## src/rtl/matriz_pkg.sv

```systemverilog
// Shared types and constants for the 5x7 LED matrix frame-buffer controller.
// Optional blink support is enabled with MATRIZ_CTRL_BLINK_EN (see matriz_ctrl).
package matriz_pkg;

  localparam int NUM_COLS = 5;
  localparam int NUM_ROWS = 7;

  localparam logic [NUM_COLS-1:0] FRAME_END = 5'b10000;

  typedef enum logic {IDLE, PENDING} state_t;

  typedef logic [2:0]          col_idx_t;
  typedef logic [NUM_ROWS-1:0] row_pat_t;

  localparam col_idx_t LAST_COL = col_idx_t'(NUM_COLS - 1);

  // Only the exact last-column pattern marks a frame end; any non-one-hot value never matches.
  function automatic logic isFrameEnd(input logic [NUM_COLS-1:0] mon);
    return mon == FRAME_END;
  endfunction

endpackage

```

## src/rtl/matriz_blink.sv

```systemverilog
// Blink phase generator: counts scan frames and flips the display phase every BLINK_DIV frames.
// Instantiated by matriz_ctrl only when MATRIZ_CTRL_BLINK_EN is defined.
module matriz_blink #(
  parameter int BLINK_DIV = 8
) (
  input  logic clock,
  input  logic reset,
  input  logic frameEnd_i,
  input  logic blinkOn_i,
  output logic phaseOn_o
);

  localparam int CW = (BLINK_DIV > 1) ? $clog2(BLINK_DIV) : 1;
  localparam logic [CW-1:0] CNT_LAST = CW'(BLINK_DIV - 1);

  logic [CW-1:0] frameCnt_q;
  logic          phaseOn_q;

  // With blinking disabled the phase is pinned on so re-enabling always starts visible.
  always_ff @(posedge clock or posedge reset) begin
    if (reset) begin
      frameCnt_q <= '0;
      phaseOn_q  <= 1'b1;
    end else if (!blinkOn_i) begin
      frameCnt_q <= '0;
      phaseOn_q  <= 1'b1;
    end else if (frameEnd_i) begin
      if (frameCnt_q == CNT_LAST) begin
        frameCnt_q <= '0;
        phaseOn_q  <= ~phaseOn_q;
      end else begin
        frameCnt_q <= frameCnt_q + CW'(1);
      end
    end
  end

  assign phaseOn_o = phaseOn_q;

endmodule

```

## src/rtl/matriz_ctrl.sv

```systemverilog
// Double-buffered frame store for the 5x7 column scanner; back buffer is published at frame ends.
// Define MATRIZ_CTRL_BLINK_EN to add frame-synchronous blinking of the outputs.
module matriz_ctrl
  import matriz_pkg::*;
#(
  parameter int TIMEOUT   = 1023,
  parameter int BLINK_DIV = 8
) (
  input  logic                clock,
  input  logic                reset,
  input  logic                wr_valid,
  output logic                wr_ready,
  input  col_idx_t            wr_col,
  input  row_pat_t            wr_data,
  input  logic                commit,
  output logic                commit_pending,
  output logic                swap_done,
  output logic                swap_forced,
  output logic                wr_err,
  input  logic [NUM_COLS-1:0] colunas_mon,
  input  logic                blink_on,
  output row_pat_t            coluna1,
  output row_pat_t            coluna2,
  output row_pat_t            coluna3,
  output row_pat_t            coluna4,
  output row_pat_t            coluna5
);

  localparam int TW = (TIMEOUT > 0) ? $clog2(TIMEOUT + 1) : 1;
  localparam logic [TW-1:0] TIMER_LAST = TW'((TIMEOUT > 0) ? TIMEOUT - 1 : 0);

  state_t        state_q;
  logic [TW-1:0] timer_q;
  row_pat_t      back_q  [NUM_COLS];
  row_pat_t      front_q [NUM_COLS];
  logic          wrReady_q;
  logic          commitPending_q;
  logic          swapDone_q;
  logic          swapForced_q;
  logic          wrErr_q;

  logic frameEnd;
  logic timeoutHit;
  logic blank;

  assign frameEnd   = isFrameEnd(colunas_mon);
  assign timeoutHit = (TIMEOUT != 0) && (timer_q == TIMER_LAST);

  // A boundary that coincides with the timeout is reported as an ordinary boundary swap.
  always_ff @(posedge clock or posedge reset) begin
    if (reset) begin
      state_q         <= IDLE;
      timer_q         <= '0;
      wrReady_q       <= 1'b1;
      commitPending_q <= 1'b0;
      swapDone_q      <= 1'b0;
      swapForced_q    <= 1'b0;
      wrErr_q         <= 1'b0;
      for (int k = 0; k < NUM_COLS; k++) begin
        back_q[k]  <= '0;
        front_q[k] <= '0;
      end
    end else begin
      swapDone_q   <= 1'b0;
      swapForced_q <= 1'b0;
      wrErr_q      <= 1'b0;
      case (state_q)
        IDLE: begin
          if (wr_valid) begin
            if (wr_col > LAST_COL) begin
              wrErr_q <= 1'b1;
            end
            for (int k = 0; k < NUM_COLS; k++) begin
              if (wr_col == col_idx_t'(k)) back_q[k] <= wr_data;
            end
          end
          if (commit) begin
            state_q         <= PENDING;
            timer_q         <= '0;
            wrReady_q       <= 1'b0;
            commitPending_q <= 1'b1;
          end
        end
        PENDING: begin
          if (frameEnd || timeoutHit) begin
            for (int k = 0; k < NUM_COLS; k++) front_q[k] <= back_q[k];
            swapDone_q      <= 1'b1;
            swapForced_q    <= !frameEnd;
            timer_q         <= '0;
            state_q         <= IDLE;
            wrReady_q       <= 1'b1;
            commitPending_q <= 1'b0;
          end else if (TIMEOUT != 0) begin
            timer_q <= timer_q + TW'(1);
          end
        end
        default: state_q <= IDLE;
      endcase
    end
  end

`ifdef MATRIZ_CTRL_BLINK_EN
  logic phaseOn;

  matriz_blink #(
    .BLINK_DIV(BLINK_DIV)
  ) u_blink (
    .clock      (clock),
    .reset      (reset),
    .frameEnd_i (frameEnd),
    .blinkOn_i  (blink_on),
    .phaseOn_o  (phaseOn)
  );

  assign blank = blink_on && !phaseOn;
`else
  logic unusedCfg;
  assign unusedCfg = blink_on ^ (BLINK_DIV == 0);
  assign blank     = 1'b0;
`endif

  assign wr_ready       = wrReady_q;
  assign commit_pending = commitPending_q;
  assign swap_done      = swapDone_q;
  assign swap_forced    = swapForced_q;
  assign wr_err         = wrErr_q;

  assign coluna1 = blank ? '0 : front_q[0];
  assign coluna2 = blank ? '0 : front_q[1];
  assign coluna3 = blank ? '0 : front_q[2];
  assign coluna4 = blank ? '0 : front_q[3];
  assign coluna5 = blank ? '0 : front_q[4];

endmodule

```

## config.mk

```make
export PLATFORM = sky130hd
export DESIGN_NAME = matriz_ctrl
export DESIGN_NICKNAME = d
export VERILOG_FILES = /design/src/rtl/matriz_pkg.sv /design/src/rtl/matriz_blink.sv /design/src/rtl/matriz_ctrl.sv
export SDC_FILE = /design/constraint.sdc
export NUM_CORES = 1
export LEC_CHECK = 0
export BUFFER_PORTS_ARGS = -buffer_cell sky130_fd_sc_hd__buf_2
export CAP_MARGIN = 20
export CORE_MARGIN = 10
export CORE_UTILIZATION = 53
export DETAILED_ROUTE_END_ITERATION = 6
export GPL_TIMING_DRIVEN = 0
export PLACE_DENSITY = 0.85
export SYNTH_ARGS = -nofsm -noshare
export SYNTH_HDL_FRONTEND = slang
export SYNTH_SLANG_ARGS = --single-unit
```

## constraint.sdc

```tcl
create_clock -name clock -period 2.9 [get_ports clock]
set_input_delay 0 -clock clock [delete_from_list [all_inputs] [get_ports clock]]
set_output_delay 0 -clock clock [all_outputs]
set_load 0.02 [all_outputs]
```

Word level (Yosys, flattened, before mapping) --
Cells that the tools add are included. W data, S select, Z words.
Storage, ports and cells: bits in latches 0, register bits 86, memories kept 0, input bits 20, logic and storage cells 57, memory bits (read-only) 0, bits in writable memories 0, output and inout bits 40
Cells by class: reductions and logical operators 10, shift operators 0, mux-type cells 19, bitwise logic cells 1, div/mod/pow operators 0, order comparisons 1, $add $sub $neg 1, equality and inequality tests 8, multiply operators 0
Operators by type and width (number):
- $mux W10 | 2
- $pmux W10 S2 | 1
- $reduce_and A3 Y1 | 5
- $mux W1 | 13
- $add A10 B1 Y10 const B | 1
- $eq A10 B10 Y1 const B | 1
- $eq A3 B2 Y1 const B | 2
- $pmux W1 S2 | 3
- $eq A5 B5 Y1 const B | 1
- $reduce_and A2 Y1 | 2
- $eq A3 B1 Y1 const B | 1
- $eq A3 B3 Y1 const B | 1
- $gt A3 B3 Y1 const B | 1
- $logic_not A3 Y1 | 1
- $ne A2 B1 Y1 const B | 1
- $ne A2 B2 Y1 const B | 1
- $logic_not A1 Y1 | 1
- $logic_or A1 B1 Y1 | 1
- $not A1 Y1 | 1

Depth between registers and ports, before layout --
depth in word-level cells 4, depth in mapped cells 8, depth with buffers taken out 7

Least setup slack after synthesis --
Ideal clock, no wire load.
path type register to register, start point register timer_q[0], end point register front_q (netlist bit coluna2[6]), required time 2.773 ns, clock period less this slack 1.615 ns, path buffers 1, library setup time 0.127 ns, path slack 1.285 ns, cell stages (with the launch flop) 9, arrival 1.487 ns, cells stage by stage dfrtp_1 > inv_1 > ha_1 > nand3_1 > nor3_4 > o21ai_2 > inv_2 > buf_6 > mux2_1
Between the ends: longest elaborated chain between the ends 3
RTL lines:
- start, declared | line matriz_ctrl.sv:33 | logic [TW-1:0] timer_q;
- start signal, assigned | line matriz_ctrl.sv:94 | timer_q <= timer_q + TW'(1);
- $eq A10 B10 Y1 | line matriz_ctrl.sv:47 | assign timeoutHit = (TIMEOUT != 0) && (timer_q == TIMER_LAST);
- $logic_or A1 B1 Y1 | line matriz_ctrl.sv:85 | if (frameEnd || timeoutHit) begin
- $reduce_and A2 Y1 (no source line)
- end signal, assigned by index | line matriz_ctrl.sv:61 | front_q[k] <= '0;
- end, declared | line matriz_ctrl.sv:35 | row_pat_t front_q [NUM_COLS];
Every way passes these cells. A chain may end at the register's enable or synchronous reset.

Final worst setup path --
start point register timer_q[0], end point register front_q (netlist bit coluna3[0])
Same word-level chain as after synthesis.

==> results_dict.tcl <==
set metrics [dict create \
    status "finished clean" \
    cp_cell_sequence "inv_1 -> ha_1 -> nand3_1 -> nor3_4 -> o21ai_2 -> inv_2 -> buf_6 -> mux2_1" \
    cts.sinks 86 \
    num_antenna_cells 0 \
    hold_path.class "in -> reg" \
    dieArea_mm2 0.01035 \
    grt_setup_unrepaired "false" \
    yosys_warnings 0 \
    grt-ovfl-total 0 \
    track_usage_pct 14.38 \
    async_reset_ff_share_pct 100.0 \
    grt_max_degree 69 \
    utilization_pct 66.04 \
    crit_family "flip-flops" \
    worstSetupEndpointType "flip-flop" \
    finalMaxSlewViolations 0 \
    clock_latency_ps 350 \
    ys_seq_elements 86 \
    htreeDepth 3 \
    areaGrowthSynthToFinish_pct 19.83 \
    min_from "wr_data[5]" \
    cp.required_ps 3130 \
    ys_seq_area_share_pct 60.83 \
    grt_antenna_before_repair 0 \
    first_pass_iters 4 \
    drive_above_1_share_pct 45.31 \
    start_kind "flip-flop" \
    min_period_over_period_pct 62.43 \
    ir_drop_v 0.0003276 \
    fin_cells 397 \
    p_total_uw 2771 \
    dpl.hpwl_um 5278 \
    syn_avg_cell_area_um2 14.94 \
    portBuffers 58 \
    fin_skew_ps 10.14 \
    synth_cell_types 38 \
    viasPerCell 5.526 \
    gp_congestion 0.8537 \
    synth-main-ff-cell "dfrtp_1" \
    timing.rr.start "timer_q[0]" \
    max-cap-violations 0 \
    postRouteAntennaNets 0 \
    final_hold_viol_count 0 \
    layout_min_cycle_time_ps 1810 \
    cts.clk_slew.worst_paths_ps 90 \
    syn-num-nets 259 \
    tightest_slew_ps 586.1 \
    p_leak_uw 0.002284 \
    wl_per_cell_um 18.08 \
    power.density_mw_per_mm2 653.2 \
    netlist_area_mm2 0.003540 \
    arrival_ps 2040 \
    maxSlewHeadroom_pct 60.78 \
    cts_inserted_buffers 9 \
    setup_viol 0 \
    drc_errors 0 \
    ios 60 \
    drt_iter0_drc 126 \
    crit_path_start "timer_q[0]" \
    cts_buffer_depth 2 \
    slowest_delay_ps 430 \
    die_w_um 101.7 \
    critPathSlowestCell "dfrtp_1" \
    path_max_fanout 10 \
    core-area_mm2 0.006422 \
    synth_edf_count 0 \
    rows 29 \
    vias 2194 \
    tritoncts "built" \
    post_cts_buffers 0 \
    fillers 453 \
    grt_pass1_vias 2275 \
    path_class "reg -> reg" \
    die_h_um 101.7 \
    placed_cells 373 \
    cts_root_buffer "clkbuf_8" \
    grt_pass1_wl_um 11610 \
    nNetsFinal 338 \
    syn_inst 237 \
    cp_num_buf_inv 3 \
    wirelength_um 7178 \
    start_util_pct 55.11 \
    max_freq_mhz 552.3 \
]
## worst paths after layout
kind / endpoint / slack (ps) / cells past startpoint
worst max-delay path: coluna3[0] / 1090 / 8
worst min-delay path: back_q[26] / 20 / 2
worst max register to register: coluna3[0] / 1090 / 8
worst min register to register: wr_ready / 470 / 2
max in group asynchronous: back_q[15] / 2170 / 4
min in group asynchronous: swap_done / 130 / 3
## per-stage QoR
stage / hold slack [ps] / setup WS (ps) / cell area (µm²) / setup TNS [ps]
6_report: 16.29 / 1090 / 4242 / 0
4_1_cts: 0.7419 / 1066 / 4242 / 0
3_5_place_dp: -38.20 / 1081 / 3956 / 0
3_3_place_gp: 275.9 / -167.7 / 3926 / -13900
2_1_floorplan: 143.5 / 679.8 / 3540 / 0
5_1_grt: 14.02 / 973.9 / 4242 / 0
## cells by family (layout without fill, tap and decap cells)
kind of cell,count (synthesis),count (layout),share of synthesized area [%]
AO/OA/AOI/OAI,24,24,4.737
adder cells (fa/ha/maj),2,2,0.7069
buffers and inverters,12,95,2.226
flip-flops,86,86,60.83
multiplexers,70,70,24.18
AND/OR/NAND/NOR,43,43,7.317
## timing repair
| item | 4_1_cts | 5_1_grt |
|---|---|---|
| hold endpoints to repair | 114 | 0 |
| hold buffers | 9 | 0 |
| gates resized for setup | 0 | 0 |
## cell usage in the layout (no fill, tap or decap), types with 3 or more instances in the layout
master and n:
dfrtp_1 85, mux2_1 17, buf_2 61, o21ai_0 6, mux2_4 18, or3_1 3
nor2_1 5, o21a_1 3, or2_2 3, dlygate4sd3_1 9, clkbuf_8 9, inv_1 3
nand3_1 5, mux2_2 35, buf_6 4, a21o_1 5, a211oi_1 4, nand2_1 10
## where the power goes
part           leakage, µW  switching, µW  internal (µW)
sequential         0.00115            113           1360
combinational      0.00104            246            223
clock            0.0000923            428            401
## layer usage
layer,up-vias,GRT usage (%),wire (µm)
li1,1013,-,-
met1,1117,17.72,3107
met2,50,23.76,3536
met3,14,3.268,390
met4,0,6.161,143
met5,-,0,0
## synth_stat cells, drive strengths merged (3+ instances only)
| cell | n | area, µm² |
|---|---|---|
| nand2 | 10 | 37.54 |
| o21ai | 7 | 38.79 |
| or2 | 3 | 18.77 |
| a211oi | 4 | 30.03 |
| buf | 7 | 60.05 |
| nor2 | 6 | 25.03 |
| nor3b | 3 | 27.52 |
| nand3 | 5 | 25.02 |
| a21o | 5 | 37.54 |
| inv | 5 | 18.76 |
| mux2 | 70 | 855.8 |
| o21a | 3 | 22.52 |
| or3 | 3 | 18.77 |
| dfrtp | 85 | 2127 |
## sequential cells by signal, summed over array words and instances, names as in the netlist
name and flops:
back_q 35, timer_q 10, coluna1 7, coluna2 7, coluna3 7, coluna4 7, coluna5 7, commit_pending 1
state_q 1, swap_done 1, swap_forced 1, wr_err 1, wr_ready 1
## area by class of cell
class	instances	area [µm²]	area share, %
timing repair buffer	68	407.9	9.617
buffer	7	60.06	1.416
tap	77	96.34	2.271
inverter	5	21.27	0.5015
clock buffer	9	123.9	2.920
sequential	86	2153	50.77
multi-input combinational	139	1308	30.83
clock inverter	6	71.32	1.681
Note: power is estimated with default switching activity, not from simulation.
